===== config.mk =====
export PLATFORM = sky130hd
export DESIGN_NAME = lsu_byte_serial
export DESIGN_NICKNAME = d
export VERILOG_FILES = /design/src/rtl/lsu_byte_serial.sv
export SDC_FILE = /design/constraint.sdc
export NUM_CORES = 1
export LEC_CHECK = 0
export ABC_CLOCK_PERIOD_IN_PS = 2150
export CAP_MARGIN = 20
export CORE_UTILIZATION = 45
export CTS_CLUSTER_SIZE = 14
export DETAILED_ROUTE_END_ITERATION = 8
export PLACE_DENSITY = 0.73
export SKIP_CTS_REPAIR_TIMING = 1
export SYNTH_ARGS = -nofsm -noshare
export SYNTH_HDL_FRONTEND = slang
export SYNTH_SLANG_ARGS = --single-unit

===== constraint.sdc =====
create_clock -name clk -period 2.15 [get_ports clk]
set_clock_uncertainty 0.05 [all_clocks]
set_input_delay 0.3225 -clock clk [delete_from_list [all_inputs] [get_ports clk]]
set_output_delay 0.3225 -clock clk [all_outputs]
set_load 0.01 [all_outputs]

===== src/rtl/lsu_byte_serial.sv =====
// lsu_byte_serial
//   Byte-serial load/store unit. Takes one RV32I load or store request at a
//   time, checks it for an illegal width code or misalignment, then moves it
//   to/from a byte-wide synchronous memory as 1, 2 or 4 little-endian byte
//   transfers. Load data is assembled, sign/zero-extended and returned with a
//   single-cycle response pulse.
//
// Ports
//   clk, rst_n           clock (rising edge) and asynchronous active-low reset
//   req_valid/req_ready  request handshake; ready only while idle
//   req_write            1 = store, 0 = load
//   req_funct3           RV32I width code (LB/LH/LW/LBU/LHU, SB/SH/SW)
//   req_addr             byte address; bits at and above ADDR_W are ignored
//   req_wdata            store data, low bytes used
//   resp_valid           one-cycle completion pulse
//   resp_rdata           extended load data (0 for stores and errors)
//   resp_err             misaligned address or illegal funct3
//   mem_addr/mem_re/mem_we/mem_wdata/mem_rdata
//                        byte memory interface, read data one cycle after mem_re
module lsu_byte_serial #(
   parameter int ADDR_W = 12
) (
   input  logic              clk,
   input  logic              rst_n,
   input  logic              req_valid,
   output logic              req_ready,
   input  logic              req_write,
   input  logic [2:0]        req_funct3,
   input  logic [31:0]       req_addr,
   input  logic [31:0]       req_wdata,
   output logic              resp_valid,
   output logic [31:0]       resp_rdata,
   output logic              resp_err,
   output logic [ADDR_W-1:0] mem_addr,
   output logic              mem_re,
   output logic              mem_we,
   output logic [7:0]        mem_wdata,
   input  logic [7:0]        mem_rdata
);

   typedef enum logic [1:0] {IDLE, XFER, DRAIN, RESP} state_t;

   localparam logic [ADDR_W-1:0] ADDR_ONE = {{(ADDR_W-1){1'b0}}, 1'b1};

   state_t      state_reg;
   logic        write_reg;
   logic [2:0]  funct3_reg;
   logic [31:0] wdata_reg;      // store bytes still to be sent, next one in [7:0]
   logic [1:0]  idx_reg;        // byte index currently on the memory bus
   logic [1:0]  last_reg;       // index of the final byte (N-1)
   logic [31:0] data_reg;       // assembled load bytes
   logic        cap_valid_reg;  // a read was issued last cycle
   logic [1:0]  cap_idx_reg;    // byte lane that read belongs to

   logic [1:0]  req_last;
   logic        req_illegal;
   logic        req_misal;
   logic        req_err;
   logic [31:0] word_next;

   // Address bits above the memory window alias; kept only to mark them as
   // intentionally unused.
   logic        unused_addr_hi;
   assign unused_addr_hi = ^req_addr[31:ADDR_W];

   assign req_ready = (state_reg == IDLE);

   always_comb begin
      req_last = 2'd3;
      case (req_funct3[1:0])
         2'b00:   req_last = 2'd0;
         2'b01:   req_last = 2'd1;
         default: req_last = 2'd3;
      endcase
   end

   // Stores only know SB/SH/SW; loads additionally allow LBU/LHU.
   assign req_illegal = req_write ? (req_funct3[2] || (req_funct3[1:0] == 2'b11))
                                  : ((req_funct3[1:0] == 2'b11) || (req_funct3 == 3'b110));
   assign req_misal   = ((req_funct3[1:0] == 2'b01) && req_addr[0]) ||
                        ((req_funct3[1:0] == 2'b10) && (req_addr[1:0] != 2'b00));
   assign req_err     = req_illegal || req_misal;

   // Load word including the byte arriving on mem_rdata this cycle, so the
   // response can be formed on the same edge that captures the final byte.
   generate
      for (genvar gi = 0; gi < 4; gi++) begin : g_lane
         assign word_next[8*gi +: 8] = (cap_valid_reg && (cap_idx_reg == 2'(gi)))
                                       ? mem_rdata : data_reg[8*gi +: 8];
      end
   endgenerate

   function automatic logic [31:0] extend_load(input logic [2:0] f3, input logic [31:0] w);
      case (f3)
         3'b000:  return {{24{w[7]}}, w[7:0]};
         3'b001:  return {{16{w[15]}}, w[15:0]};
         3'b100:  return {24'd0, w[7:0]};
         3'b101:  return {16'd0, w[15:0]};
         default: return w;
      endcase
   endfunction

   always_ff @(posedge clk or negedge rst_n) begin
      if (!rst_n) begin
         state_reg     <= IDLE;
         write_reg     <= 1'b0;
         funct3_reg    <= 3'd0;
         wdata_reg     <= 32'd0;
         idx_reg       <= 2'd0;
         last_reg      <= 2'd0;
         data_reg      <= 32'd0;
         cap_valid_reg <= 1'b0;
         cap_idx_reg   <= 2'd0;
         resp_valid    <= 1'b0;
         resp_rdata    <= 32'd0;
         resp_err      <= 1'b0;
         mem_addr      <= '0;
         mem_re        <= 1'b0;
         mem_we        <= 1'b0;
         mem_wdata     <= 8'd0;
      end else begin
         resp_valid    <= 1'b0;
         cap_valid_reg <= mem_re;
         cap_idx_reg   <= idx_reg;
         if (cap_valid_reg)
            data_reg <= word_next;

         case (state_reg)
            IDLE: begin
               if (req_valid) begin
                  write_reg  <= req_write;
                  funct3_reg <= req_funct3;
                  idx_reg    <= 2'd0;
                  last_reg   <= req_last;
                  if (req_err) begin
                     state_reg  <= RESP;
                     resp_valid <= 1'b1;
                     resp_err   <= 1'b1;
                     resp_rdata <= 32'd0;
                  end else begin
                     state_reg <= XFER;
                     mem_addr  <= req_addr[ADDR_W-1:0];
                     mem_re    <= !req_write;
                     mem_we    <= req_write;
                     mem_wdata <= req_wdata[7:0];
                     wdata_reg <= req_wdata >> 8;
                  end
               end
            end
            XFER: begin
               if (idx_reg == last_reg) begin
                  mem_re <= 1'b0;
                  mem_we <= 1'b0;
                  if (write_reg) begin
                     state_reg  <= RESP;
                     resp_valid <= 1'b1;
                     resp_err   <= 1'b0;
                     resp_rdata <= 32'd0;
                  end else begin
                     state_reg <= DRAIN;
                  end
               end else begin
                  idx_reg   <= idx_reg + 2'd1;
                  mem_addr  <= mem_addr + ADDR_ONE;
                  mem_wdata <= wdata_reg[7:0];
                  wdata_reg <= wdata_reg >> 8;
               end
            end
            DRAIN: begin
               state_reg  <= RESP;
               resp_valid <= 1'b1;
               resp_err   <= 1'b0;
               resp_rdata <= extend_load(funct3_reg, word_next);
            end
            RESP: begin
               state_reg <= IDLE;
            end
            default: begin
               state_reg <= IDLE;
            end
         endcase
      end
   end

endmodule


Word level (Yosys, flattened, before mapping)
Cells that the tools add are included.
{ "totals": {"elab_cells": 111, "register_bits": 133} }
{ "op_classes": {"n_eq_ne": 20, "n_mux": 49, "n_reduce_logical": 24, "add_sub_neg": 2} }
{ "ops": {"columns": ["cell", "n"], "rows": [
  ["32-bit two-way mux", 7],
  ["32-bit one-hot mux with 4 select lines", 1],
  ["32-bit one-hot mux with 3 select lines", 1],
  ["32-bit one-hot mux with 2 select lines", 1],
  ["8-bit two-way mux", 7],
  ["12-bit two-way mux", 3],
  ["12-bit one-hot mux with 2 select lines", 1],
  ["8-bit one-hot mux with 2 select lines", 1],
  ["1-bit two-way mux", 15],
  ["12-bit by 1-bit adder with 12-bit output (second input constant)", 1],
  ["2-bit == test (second input constant)", 6],
  ["2-bit two-way mux", 5],
  ["2-bit inequality test (second input constant)", 5],
  ["3-bit == test (second input constant)", 3],
  ["2-bit one-hot mux with 2 select lines", 2],
  ["2-bit one-hot mux with 4 select lines", 1],
  ["4-bit AND reduction", 2],
  ["2-bit by 1-bit == test with 1-bit output (second input constant)", 3],
  ["1-bit logical AND", 6],
  ["2-bit zero test", 3],
  ["1-bit one-hot mux with 3 select lines", 2],
  ["5-bit AND reduction", 1],
  ["1-bit logical OR", 4],
  ["1-bit one-hot mux with 2 select lines", 2],
  ["other kinds (10)", 12]
]} }

Longest topological paths before layout
Gate-level depths: netlist (run 1).
{ "logic_depth": {"ltp_word": 7, "mapped_depth": 10, "ltp_nobuf": 7} }

Least setup slack after synthesis (run 1)
Ideal clock, no wire load.
{ "synth_path": {"kind": "register to register", "start": "register state_reg[0]", "end": "register mem_addr[9]", "path_slack_ns": 0.059, "required_time_ns": 1.977, "stages_incl_launch_ff": 8, "arrival_time_ns": 1.918, "path_buffers": 1, "synth_period_minus_slack_ns": 2.091, "cell_sequence": "dfrtp_1 > inv_1 > ha_1 > buf_2 > nand2_1 > o21bai_1 > o21ai_0 > o221a_2"} }
{ "synth_via": {"elab_chain_cells": 3, "word_cells_on_any_way": 8, "cone_classes": "eq/ne (4); mux (1); reduce/logical (3)"} }
{ "synth_rtl": {"columns": ["item", "line_no", "source"], "rows": [
  ["start, declared", "45", "state_t state_reg;"],
  ["start signal, assigned", "105", "state_reg <= IDLE;"],
  ["start signal, assigned", "136", "state_reg <= RESP;"],
  ["start signal, assigned", "141", "state_reg <= XFER;"],
  ["2-bit zero test (*)", null, null],
  ["named net req_ready", "26", "output logic req_ready,"],
  ["2-bit inequality test (no source line) / 2-bit nonzero test (equally long branches)", null, null],
  ["4-bit AND reduction (no source line)", null, null],
  ["end signal, assigned", "142", "mem_addr <= req_addr[ADDR_W-1:0];"],
  ["end signal, assigned", "164", "mem_addr <= mem_addr + ADDR_ONE;"],
  ["end, declared", "34", "output logic [ADDR_W-1:0] mem_addr,"]
]} }
The timed path passes the listed nets; every way through them passes the cells marked *.
A chain may end at the register's enable or synchronous reset.

Final worst setup path (run 1)
{ "layout_path": {"start": "input port req_funct3[2]", "end": "register resp_rdata[28]"} }
{ "layout_via": {"elab_chain_cells": 6, "word_cells_on_any_way": 7, "cone_classes": "eq/ne (2); mux (1); reduce/logical (4)"} }
{ "layout_rtl": {"columns": ["item", "line_no", "source"], "rows": [
  ["start, declared", "28", "input logic [2:0] req_funct3,"],
  ["3-bit == test", "79", ": ((req_funct3[1:0] == 2'b11) || (req_funct3 == 3'b110));"],
  ["1-bit logical OR", "79", null],
  ["1-bit two-way mux (*)", "78", "assign req_illegal = req_write ? (req_funct3[2] || (req_funct3[1:0] == 2'b11))"],
  ["1-bit logical OR (*)", "82", "assign req_err = req_illegal || req_misal;"],
  ["2-bit by 1-bit inequality test with 1-bit output (no source line) (*)", null, null],
  ["5-bit AND reduction (no source line) (*)", null, null],
  ["end signal, assigned", "173", "resp_rdata <= extend_load(funct3_reg, word_next);"],
  ["end, declared", "32", "output logic [31:0] resp_rdata,"]
]} }
Mark *: on every way between the ends. The rest lies on a longest branch, timed or not.

==> impl_metrics.tcl, run 1 <==
set metrics [dict create \
    antenna_found_initial 0 \
    drt_iter0_markers 207 \
    yosysUniqueCellTypes 53 \
    htreeDepth 4 \
    multiInputGateArea_um2 2360 \
    cp_slowest_cell "clkdlybuf4s50_1" \
    cp_max_fo 12 \
    post_dp_cell_area_um2 7240 \
    async_flop_share_pct 100 \
    finalWirelength_mm 14.1 \
    yosys.area.top_type "dfrtp_1" \
    yosysSeqAreaShare_pct 55.2 \
    synthCells 538 \
    fin_crit_ns 2.07 \
    drc_errors 0 \
    design_area_um2 8010 \
    clock-sinks 125 \
    ys_ff_latch 125 \
    r2r-start "state_reg[0]$_DFFE_PN0P_" \
    clkLatencyLatePin_ns 0.41 \
    die_width_um 114 \
    drive_above_1_share_pct 17.5 \
    place.gp.congestion 0.874 \
    hold_violations 0 \
    clock_path_buffers 2 \
    regArea_um2 3130 \
    synth-edff-count 0 \
    setup_violations 0 \
    cts_tree "built" \
    rows 40 \
    startpoint "req_funct3[2]" \
    cts_buffers 17 \
    instances_no_fill 869 \
    leakagePower_uw 0.00357 \
    cap_violations 0 \
    place_hpwl_mm 9.67 \
    firstDrtPassIters 4 \
    path_clk_slew_ns 0.06 \
    ir_drop_v 0.000708 \
    clock.fmax_mhz 483 \
    required_ns 2.43 \
    portBuffers 115 \
    ios 136 \
    syn_to_final_growth_pct 41.5 \
    min_path_cells 3 \
    crit_top_cell "buf_12" \
    synthTopCellsByArea "dfrtp_1, mux2i_1, nand2_1" \
    r2r-end "resp_rdata[28]$_DFFE_PN0P_" \
    fill_cells 922 \
    yosysTopAreaCellShare_pct 55.2 \
    hold_class "in -> reg" \
    relSlewSlack_pct 55.6 \
    rr_worst_depth 10 \
    via_count 4649 \
    antenna_left 0 \
    grt_use_total_pct 23.0 \
    core_area_um2 12200 \
    synth_flop_cell "dfrtp_1" \
    routed_via_density 5.35 \
    min_period_over_period_pct 96.3 \
    die_h_um 114 \
    power.density_nw_per_um2 1720 \
    clock-root-buffer "clkbuf_16" \
    grt_max_degree 69 \
    initial_core_util_pct 46.6 \
    wl_per_cell_um 16.3 \
    dp.cells 828 \
    antennaDiodeCount 0 \
    gr-total-overflow 0 \
    syn_area_per_cell_um2 10.5 \
    grt_pass1_wl_mm 23.1 \
    crit_end "resp_rdata[28]$_DFFE_PN0P_" \
    r2r_slack_ns 0.09 \
    cp_data_arrival_time_ns 2.35 \
    syn_area_um2 5660 \
    grt_pass1_vias 4728 \
    drv_slew 0 \
    ys.warnings.count 0 \
    fin_nets 773 \
    crit_type "in -> reg" \
    dieArea_um2 13000 \
    tightestPinTransition_ns 0.659 \
    crit_path_cell_trace "clkdlybuf4s50_1 -> a221oi_2 -> o31a_1 -> a2111oi_4 -> buf_6 -> buf_12 -> buf_12 -> nor2_1 -> a31oi_1" \
    endpoint_kind "register" \
    syn_nets 623 \
    critPathMaxStageDelay_ns 0.61 \
    startpoint_type "primary input" \
    status "finished clean" \
]
[layer usage]
layer  part of all wire [%]  global-route usage (%)
met1                     42                    28.4
met2                     50                    38.5
met3                    5.5                    6.35
met4                    1.8                    8.83
met5                      0                       0
[cells in the mapped netlist, types with 3 or more instances]
| cell | number |
|---|---|
| o22ai_1 | 9 |
| nand2b_1 | 3 |
| nor2_1 | 31 |
| and3_1 | 3 |
| nor3_1 | 3 |
| dfrtp_1 | 125 |
| a31oi_1 | 18 |
| nand2_1 | 91 |
| o2bb2a_1 | 3 |
| nand3_1 | 16 |
| mux2_2 | 27 |
| nand4_1 | 6 |
| o21a_1 | 8 |
| buf_4 | 3 |
| o211ai_1 | 8 |
| clkbuf_1 | 17 |
| buf_2 | 9 |
| o21ai_0 | 45 |
| mux2i_1 | 38 |
| inv_1 | 14 |
| ha_1 | 6 |
| a21oi_1 | 17 |
[critical path: cells and delay by family]
kind / cells / cell delay [ns]
and+or+nand+nor: 1 / 0.05
AOI/OAI and AO/OA: 4 / 0.92
buffers and inverters: 4 / 1.04
[placed cells by master, fill, tap and decap left out, drive strengths merged, types with 8 or more instances in the layout]
master,netlist,layout
o21ai,47,47
nand2,92,92
clkbuf,18,20
dfrtp,125,125
mux2i,38,38
inv,14,16
o211ai,8,8
buf,14,46
clkdlybuf4s50,0,113
a21oi,17,17
nor2,31,31
a31oi,18,18
mux2,27,27
o21a,8,8
o22ai,9,9
nand3,16,16
[report_power, final]
part,internal (uW),total (uW),switching (uW),leakage (uW)
logic,3370,6620,3250,0.00173
registers,3500,4160,659,0.00153
clock network,1970,3040,1060,0.000310
[cell families (layout without fill, tap and decap cells)]
group                    after synthesis  in the layout  synth area share [%]
XOR/XNOR                               3              3                 0.464
adder cells (fa/ha/maj)                6              6                  1.33
AND/OR/NAND/NOR                      164            164                  12.6
multiplexers                          65             65                  12.1
buffers and inverters                 46            209                  3.60
flip-flops                           125            125                  55.2
AO/OA/AOI/OAI                        129            129                  14.7
[stage by stage]
step                hold WS [ns]  worst slack [ns]  TNS, ns  utilization [%]  power [uW]
floorplan                -0.0231            0.0592        0                -        7840
global placement           0.308            -0.180    -8.60             59.6       10100
detailed placement         0.319            -0.281   -11.62             59.6       10400
CTS                       -0.123            -0.382   -0.458             64.7       13500
global route               0.414           -0.0186  -0.0186             65.9       14800
finish                     0.407            0.0788        0             65.9       13800
[worst min path at each step]
stage                  startpoint                         end  slack [ns]
detailed placement          rst_n  resp_rdata[22]$_DFFE_PN0P_        0.32
finish              req_wdata[30]   wdata_reg[22]$_DFFE_PN0P_        0.41
global route        req_wdata[24]   wdata_reg[16]$_DFFE_PN0P_        0.41
CTS                         rst_n  resp_rdata[22]$_DFFE_PN0P_       -0.12
floorplan                   rst_n    cap_idx_reg[0]$_DFF_PN0_       -0.02
global placement            rst_n  resp_rdata[29]$_DFFE_PN0P_        0.31
[cell type report]
type                            count  share of cell area, %
Sequential cell                   125                   39.1
Multi-Input combinational cell    367                   29.4
Timing Repair Buffer              163                   20.4
Clock buffer                       18                   5.48
Tap cell                          168                   2.62
Clock inverter                     14                   2.39
Inverter                           14                  0.687
Note: power is estimated with default switching activity, not from simulation.
==> run 2: changes to the inputs <==
SKIP_LAST_GASP = 1   (was unset)
==> results of run 2 <==
Same layout as run 1: the final DEF is identical, and so are final timing and power.
==> run 3: changes to the inputs <==
CAP_MARGIN = 40   (was 20)
PLACE_DENSITY = 0.78   (was 0.73)
==> run 3 against run 2 <==
  * Hold slack improved by 0.0011 ns
  * Utilization decreased by 0.25 points
  * Power decreased by 0.13%
  * Non-clock buffer count decreased by 4
  * Combinational power decreased by 2%
  * Clock-buffer cell count increased by 1
  * Sequential cell count unchanged
  * Fmax decreased by 1.8%
  * Global-route usage decreased by 0.50 points
  * Final area decreased by 0.37%
  * Clock power increased by 4%
==> impl_metrics.tcl, run 3 (same netlist as run 1, synthesis figures left out) <==
set metrics [dict create \
    post_dp_cell_area_um2 7190 \
    cp_max_fo 5 \
    wl_per_cell_um 16.6 \
    clkLatencyLatePin_ns 0.40 \
    power_frac_comb_pct 46.9 \
    grt_use_total_pct 22.5 \
    finalWirelength_mm 14.4 \
    swShare_pct 36.2 \
    p_total_uw 13800 \
    r2r_slack_ns 0.05 \
    endpoint_kind "primary output" \
    die_h_um 114 \
    drive_above_1_share_pct 17.1 \
    place.gp.congestion 0.871 \
    gr-total-overflow 0 \
    die_width_um 114 \
    antenna_left 0 \
    rows 40 \
    fin_crit_ns 2.11 \
    layout.cells.most_common "dfrtp_1" \
    crit_type "reg -> out" \
    status "finished clean" \
    grt_max_degree 67 \
    htreeDepth 4 \
    syn_to_final_growth_pct 40.9 \
    relSlewSlack_pct 59.2 \
    cp_data_arrival_time_ns 1.74 \
    r2r-end "resp_rdata[5]$_DFFE_PN0P_" \
    core_area_um2 12200 \
    setup_violations 0 \
    drv_slew 0 \
    rr_worst_depth 9 \
    dieArea_um2 13000 \
    clock-sinks 125 \
    fin_nets 769 \
    antennaDiodeCount 0 \
    portBuffers 115 \
    clock.fmax_mhz 474 \
    cp_slowest_cell "clkdlybuf4s50_1" \
    startpoint_type "register" \
    place_hpwl_mm 9.72 \
    leakagePower_uw 0.00352 \
    crit_path_cell_trace "inv_2 -> ha_4 -> buf_4 -> clkdlybuf4s50_1" \
    final_cell_mix "dfrtp_1, clkdlybuf4s50_1, nand2_1" \
    p_seq_share_pct 30.2 \
    r2r-start "state_reg[1]$_DFFE_PN0P_" \
    initial_core_util_pct 46.6 \
    cts_tree "built" \
    cts_buffers 17 \
    antenna_found_initial 0 \
    rsz0062_at_grt "true" \
    drt_iter0_markers 279 \
    clock_path_buffers 2 \
    clkPwrFrac_pct 22.8 \
    design_area_um2 7980 \
    firstDrtPassIters 5 \
    startpoint "state_reg[0]$_DFFE_PN0P_" \
    critPathMaxStageDelay_ns 0.52 \
    drc_errors 0 \
    ios 136 \
    fill_cells 908 \
    power.internal_uw 8800 \
    switchingPower_uw 5000 \
    power.density_nw_per_um2 1730 \
    tightestPinTransition_ns 0.608 \
    hold_class "in -> async" \
    grt_pass1_vias 4638 \
    routed_via_density 5.40 \
    path_clk_slew_ns 0.06 \
    grt_pass1_wl_mm 22.6 \
    hold_violations 0 \
    required_ns 1.78 \
    clock-root-buffer "clkbuf_16" \
    ir_drop_v 0.00101 \
    cap_violations 0 \
    crit_end "req_ready" \
    min_period_over_period_pct 98.1 \
    via_count 4669 \
]
-- run 3: per-layer routing --
metal | global-route usage (%) | vias to the layer above | part of all wire [%]
met3 | 6.46 | 22 | 6.9
met2 | 38.1 | 195 | 50
met1 | 27.9 | 2262 | 42
li1 | - | 2190 | -
met5 | 0 | - | 0
met4 | 7.19 | 0 | 1.4
-- run 3: final cells by class --
type | count | area, um2 | share of cell area (%)
clock buffer | 19 | 453 | 5.67
clock inverter | 13 | 210 | 2.63
timing repair buffer | 159 | 1570 | 19.7
tap | 168 | 210 | 2.63
inverter | 14 | 55.1 | 0.690
sequential | 125 | 3130 | 39.2
multi-input combinational | 367 | 2350 | 29.5
-- run 3: worst min-delay path by stage --
stage                                      end  depth (start not counted)  slack [ns]     startpoint
global route         wdata_reg[22]$_DFFE_PN0P_                          3        0.42  req_wdata[30]
detailed placement  resp_rdata[28]$_DFFE_PN0P_                          1        0.30          rst_n
global placement    resp_rdata[29]$_DFFE_PN0P_                          1        0.29          rst_n
floorplan             cap_idx_reg[0]$_DFF_PN0_                          0       -0.02          rst_n
finish              resp_rdata[28]$_DFFE_PN0P_                          2        0.41          rst_n
CTS                 resp_rdata[28]$_DFFE_PN0P_                          1       -0.13          rst_n
-- run 3: per-stage QoR --
| stage | utilization [%] | setup WS [ns] | hold slack, ns | std cells | setup TNS [ns] |
|---|---|---|---|---|---|
| after floorplan | - | 0.0592 | -0.0231 | 538 | 0 |
| after global placement | 59.1 | -0.202 | 0.293 | 822 | -8.39 |
| after detailed placement | 59.1 | -0.302 | 0.305 | 823 | -13.22 |
| after CTS | 64.6 | -0.334 | -0.130 | 855 | -0.339 |
| after global routing | 65.6 | -0.0379 | 0.420 | 865 | -0.262 |
| final | 65.6 | 0.0405 | 0.408 | 865 | 0 |
-- run 3: power by group through the flow --
stage	Clock (uW)	Combinational, uW	Sequential (uW)
3_3_place_gp	0	5770	4120
2_1_floorplan	0	3600	4230
6_report	3150	6480	4170
3_5_place_dp	0	6050	4190
5_1_grt	3300	7100	4300
4_1_cts	3200	6090	4160
-- run 3: worst max-delay path: cells and delay by family (launching register included) --
family | cells | cell delay (ns)
adders and majority gates | 1 | 0.15
DFF | 1 | 0.42
buffers and inverters | 3 | 0.76
